===== src/rtl/dmem_arbiter.sv =====
// Round-robin share of one data-memory port between the core load/store path (p0) and the loader (p1).
// Define DMEM_ARB_LOCK_EN to let p1 hold the bus across consecutive grants with p1_lock.
module dmem_arbiter #(
    parameter int AW          = 32,
    parameter int DW          = 32,
    parameter int MEM_LATENCY = 1
) (
    input  logic          clock,
    input  logic          reset_n,

    input  logic          p0_req,
    input  logic          p0_we,
    input  logic [AW-1:0] p0_addr,
    input  logic [DW-1:0] p0_wdata,
    input  logic [1:0]    p0_size,
    input  logic          p0_sext,
    output logic          p0_gnt,
    output logic          p0_rvalid,
    output logic [DW-1:0] p0_rdata,

    input  logic          p1_req,
    input  logic          p1_we,
    input  logic [AW-1:0] p1_addr,
    input  logic [DW-1:0] p1_wdata,
    input  logic [1:0]    p1_size,
    input  logic          p1_sext,
    input  logic          p1_lock,
    output logic          p1_gnt,
    output logic          p1_rvalid,
    output logic [DW-1:0] p1_rdata,

    output logic          mem_we,
    output logic [AW-1:0] mem_addr,
    output logic [DW-1:0] mem_wdata,
    output logic [1:0]    mem_size,
    output logic          mem_sext,
    input  logic [DW-1:0] mem_rdata,

    output logic          busy
);

    logic                   rr_ptr;
    logic                   gnt0, gnt1, any_gnt, rr_upd;
    logic [MEM_LATENCY-1:0] pipe_vld, pipe_port;
    logic [DW-1:0]          rdata0_q, rdata1_q;

`ifdef DMEM_ARB_LOCK_EN
    logic lock_held;

    // While locked, p1 owns the port outright and the round-robin pointer is frozen.
    always_comb begin
        gnt0 = 1'b0;
        gnt1 = 1'b0;
        if (lock_held) begin
            gnt1 = p1_req;
        end else if (p0_req && p1_req) begin
            gnt0 = ~rr_ptr;
            gnt1 = rr_ptr;
        end else begin
            gnt0 = p0_req;
            gnt1 = p1_req;
        end
    end

    always_ff @(posedge clock or negedge reset_n) begin
        if (!reset_n)            lock_held <= 1'b0;
        else if (lock_held)      lock_held <= p1_lock;
        else if (gnt1 && p1_lock) lock_held <= 1'b1;
    end

    assign rr_upd = any_gnt & ~lock_held;
`else
    logic unused_lock;
    assign unused_lock = p1_lock;

    always_comb begin
        gnt0 = 1'b0;
        gnt1 = 1'b0;
        if (p0_req && p1_req) begin
            gnt0 = ~rr_ptr;
            gnt1 = rr_ptr;
        end else begin
            gnt0 = p0_req;
            gnt1 = p1_req;
        end
    end

    assign rr_upd = any_gnt;
`endif

    assign any_gnt = gnt0 | gnt1;
    assign p0_gnt  = gnt0;
    assign p1_gnt  = gnt1;

    always_ff @(posedge clock or negedge reset_n) begin
        if (!reset_n)    rr_ptr <= 1'b0;
        else if (rr_upd) rr_ptr <= gnt0;   // point at the port that lost
    end

    always_comb begin
        mem_we    = 1'b0;
        mem_addr  = '0;
        mem_wdata = '0;
        mem_size  = 2'd0;
        mem_sext  = 1'b0;
        if (gnt0) begin
            mem_we    = p0_we & p0_req;
            mem_addr  = p0_addr;
            mem_wdata = p0_wdata;
            mem_size  = p0_size;
            mem_sext  = p0_sext;
        end else if (gnt1) begin
            mem_we    = p1_we & p1_req;
            mem_addr  = p1_addr;
            mem_wdata = p1_wdata;
            mem_size  = p1_size;
            mem_sext  = p1_sext;
        end
    end

    // Writes occupy a slot as an empty bubble so returns stay aligned to grant order.
    always_ff @(posedge clock or negedge reset_n) begin
        if (!reset_n) begin
            pipe_vld  <= '0;
            pipe_port <= '0;
            rdata0_q  <= '0;
            rdata1_q  <= '0;
        end else begin
            pipe_vld[0]  <= any_gnt & ~mem_we;
            pipe_port[0] <= gnt1;
            for (int i = 1; i < MEM_LATENCY; i++) begin
                pipe_vld[i]  <= pipe_vld[i-1];
                pipe_port[i] <= pipe_port[i-1];
            end
            if (p0_rvalid) rdata0_q <= mem_rdata;
            if (p1_rvalid) rdata1_q <= mem_rdata;
        end
    end

    assign p0_rvalid = pipe_vld[MEM_LATENCY-1] & ~pipe_port[MEM_LATENCY-1];
    assign p1_rvalid = pipe_vld[MEM_LATENCY-1] &  pipe_port[MEM_LATENCY-1];

    // Returning data flows straight through; the held copy covers the idle cycles.
    assign p0_rdata = p0_rvalid ? mem_rdata : rdata0_q;
    assign p1_rdata = p1_rvalid ? mem_rdata : rdata1_q;

    assign busy = |pipe_vld;

endmodule


===== config.mk =====
export PLATFORM = sky130hd
export DESIGN_NAME = dmem_arbiter
export DESIGN_NICKNAME = d
export VERILOG_FILES = /design/src/rtl/dmem_arbiter.sv
export SDC_FILE = /design/constraint.sdc
export NUM_CORES = 1
export LEC_CHECK = 0
export ABC_AREA = 1
export CELL_PAD_IN_SITES_DETAIL_PLACEMENT = 0
export CELL_PAD_IN_SITES_GLOBAL_PLACEMENT = 1
export CORE_ASPECT_RATIO = 1.1
export CORE_MARGIN = 4
export CORE_UTILIZATION = 21
export DETAILED_ROUTE_END_ITERATION = 12
export PLACE_DENSITY = 0.95
export SLEW_MARGIN = 25
export SYNTH_ARGS = -nofsm -noshare
export SYNTH_HDL_FRONTEND = slang
export SYNTH_SLANG_ARGS = --single-unit
export TNS_END_PERCENT = 30

===== constraint.sdc =====
create_clock -name clock -period 2.25 [get_ports clock]
set_input_delay 0.3375 -clock clock [delete_from_list [all_inputs] [get_ports clock]]
set_output_delay 0.3375 -clock clock [all_outputs]
set_load 0.02 [all_outputs]

==> results_dict.tcl <==
set metrics [dict create \
    start_util_pct 21.30 \
    crit_start "busy" \
    ys_ff_latch 67 \
    fin_crit_sh_pct 97.31 \
    hold_buffers 0 \
    clockRootBuffer "clkbuf_16" \
    viasPerCell 4.051 \
    clk_latency_ns 0.32 \
    synth_edf_count 0 \
    htree_levels 3 \
    r2r_slack_ns 0.96 \
    syn_area_um2 3338 \
    fin_nets 952 \
    status "complete, no violations" \
    grt_max_degree 66 \
    yosysSeqAreaShare_pct 50.22 \
    ant_nets 0 \
    min_period_ns 2.189 \
    ys.flop_type "dfrtp_1" \
    wl_mm 14.15 \
    finalWeightedCongestion 0.7731 \
    area_growth_pct 99.29 \
    path_cells "inv_1 -> or2_2 -> buf_12 -> o21ai_0 -> clkdlybuf4s15_1" \
    dp_cells 966 \
    fin_ws_ns 0.06062 \
    holdWs_ns 0.03826 \
    rsz0062_at_grt "true" \
    clkSinkCount 67 \
    antenna_found_initial 2 \
    clock_path_buffers 2 \
    grt.overflow.total 0 \
    fin_skew_ns 0.004071 \
    regArea_um2 1677 \
    layout_common_cells "nand2_1, clkdlybuf4s50_1, dfrtp_1" \
    power.density_nw_per_um2 728.1 \
    dp_slack_ns -0.3202 \
    final_area_um2 6653 \
    timing.rr.start "busy" \
    hpwlAfterDp_mm 11.07 \
    power_leakage_nw 3.511 \
    slew_violations 0 \
    grt_usage_pct 15.17 \
    core_area_um2 15680 \
    cp.required_ns 1.91 \
    fillers 1625 \
    final_common_cell "nand2_1" \
    critPathLaunchType "register" \
    vias 3986 \
    critPathMaxFanout 41 \
    fin_cells 984 \
    cp_slowest_cell "dfrtp_1" \
    async_flop_share_pct 100.0 \
    synth_cell_types 17 \
    relSlewSlack_pct 57.27 \
    drive_gt1_share_pct 12.50 \
    port_buffers 308 \
    max_cap_viol_count 0 \
    avgRoutedWirePerCell_um 14.38 \
    syn_nets 647 \
    syn_area_per_cell_um2 7.043 \
    crit_path_end_kind "output port" \
    hold_viol 0 \
    fp-row-count 48 \
    max_freq_ghz 0.4568 \
    clk_pin_slew_ns 0.05 \
    setup_violations 0 \
    cts_tree "done" \
    grt_pass1_wl_mm 21.53 \
    cp_data_arrival_time_ns 1.85 \
    dieArea_um2 17980 \
    tightest_slew_ns 0.6410 \
    placed_cell_area_um2 6704 \
    first_pass_iters 4 \
    num_io_pins 310 \
    antenna_cells 0 \
    cts_buffers 9 \
    worstSetupPathType "reg2out" \
    multi_input_area_um2 1391 \
    total_power_mw 4.844 \
    cpPeakStageDelay_ns 0.37 \
    synth_cells 474 \
    drc_errors 0 \
    peakVddDrop_v 0.0002768 \
    die_y_um 140.2 \
    drt-initial-drc-count 130 \
    hold_class "in2async" \
    die_w_um 128.2 \
    yosysWarningCount 0 \
    grt_pass1_vias 4131 \
]
## layout make-up
| cell class | instances | area share, % |
|---|---|---|
| clock buffer | 11 | 3.649 |
| sequential | 67 | 25.20 |
| clock inverter | 5 | 0.7899 |
| inverter | 38 | 2.144 |
| multi-input combinational | 341 | 20.91 |
| timing repair buffer | 322 | 43.54 |
| tap | 200 | 3.762 |
## stage by stage
step	TNS, ns	util, %
after floorplan	0	-
after global placement	-17.27	42.77
after detailed placement	-18.70	42.77
after CTS	0	43.31
after global routing	-0.1564	42.44
final	0	42.44
## what timing repair did
item,CTS,global route
gates resized for setup,208,119
buffers inserted,1,0
gates cloned,1,0
endpoints found under the setup margin,135,54
## cells by family after synthesis
logic type | Yosys count | synth area share [%]
and+or+nand+nor | 275 | 31.15
AOI/OAI and AO/OA | 66 | 10.08
DFF | 67 | 50.22
buffers and inverters | 66 | 8.545
## cells in the mapped netlist (2+ instances only)
cell type,n,share of area (%)
buf_2,12,1.8
buf_4,2,0.45
buf_6,2,0.67
clkbuf_1,11,1.2
dfrtp_1,67,50
inv_1,37,4.2
nand2_1,269,30
nand3_1,2,0.30
nor2_1,2,0.22
o21ai_0,63,9.4
## metal layers
layer	vias up	global-route usage [%]	routed length [um]
met3	25	6.293	1441
met1	1729	18.24	5729
met4	4	4.916	299
met5	-	0	22
li1	2048	-	-
met2	180	24.55	6658
## registers in the layout, indices dropped and copies added (netlist names)
name,flops
busy,1
pipe_port,1
rr_ptr,1
rdata0_q,32
rdata1_q,32
## report_power, final
part | switching (mW) | total, mW | internal (mW)
combinational | 1.15 | 1.95 | 0.798
sequential | 0.0675 | 1.53 | 1.46
clock | 0.484 | 1.37 | 0.881
total | 1.70 | 4.84 | 3.14
## worst paths after layout
path / end / cells past startpoint
max: p0_rdata[26] / 5
min: rdata0_q[31] / 1
max reg2reg: rdata0_q[25] / 4
min reg2reg: rdata0_q[15] / 2
max in group asynchronous: rdata1_q[16] / 2
min in group clock: rdata0_q[15] / 2
## worst max-delay path: cells and delay by family (launching register included)
| kind | cells | cell delay, ns |
|---|---|---|
| AOI/OAI and AO/OA | 1 | 0.24 |
| buffers and inverters | 3 | 0.58 |
| DFF | 1 | 0.37 |
| and+or+nand+nor | 1 | 0.32 |
Note: power is estimated with default switching activity, not from simulation.
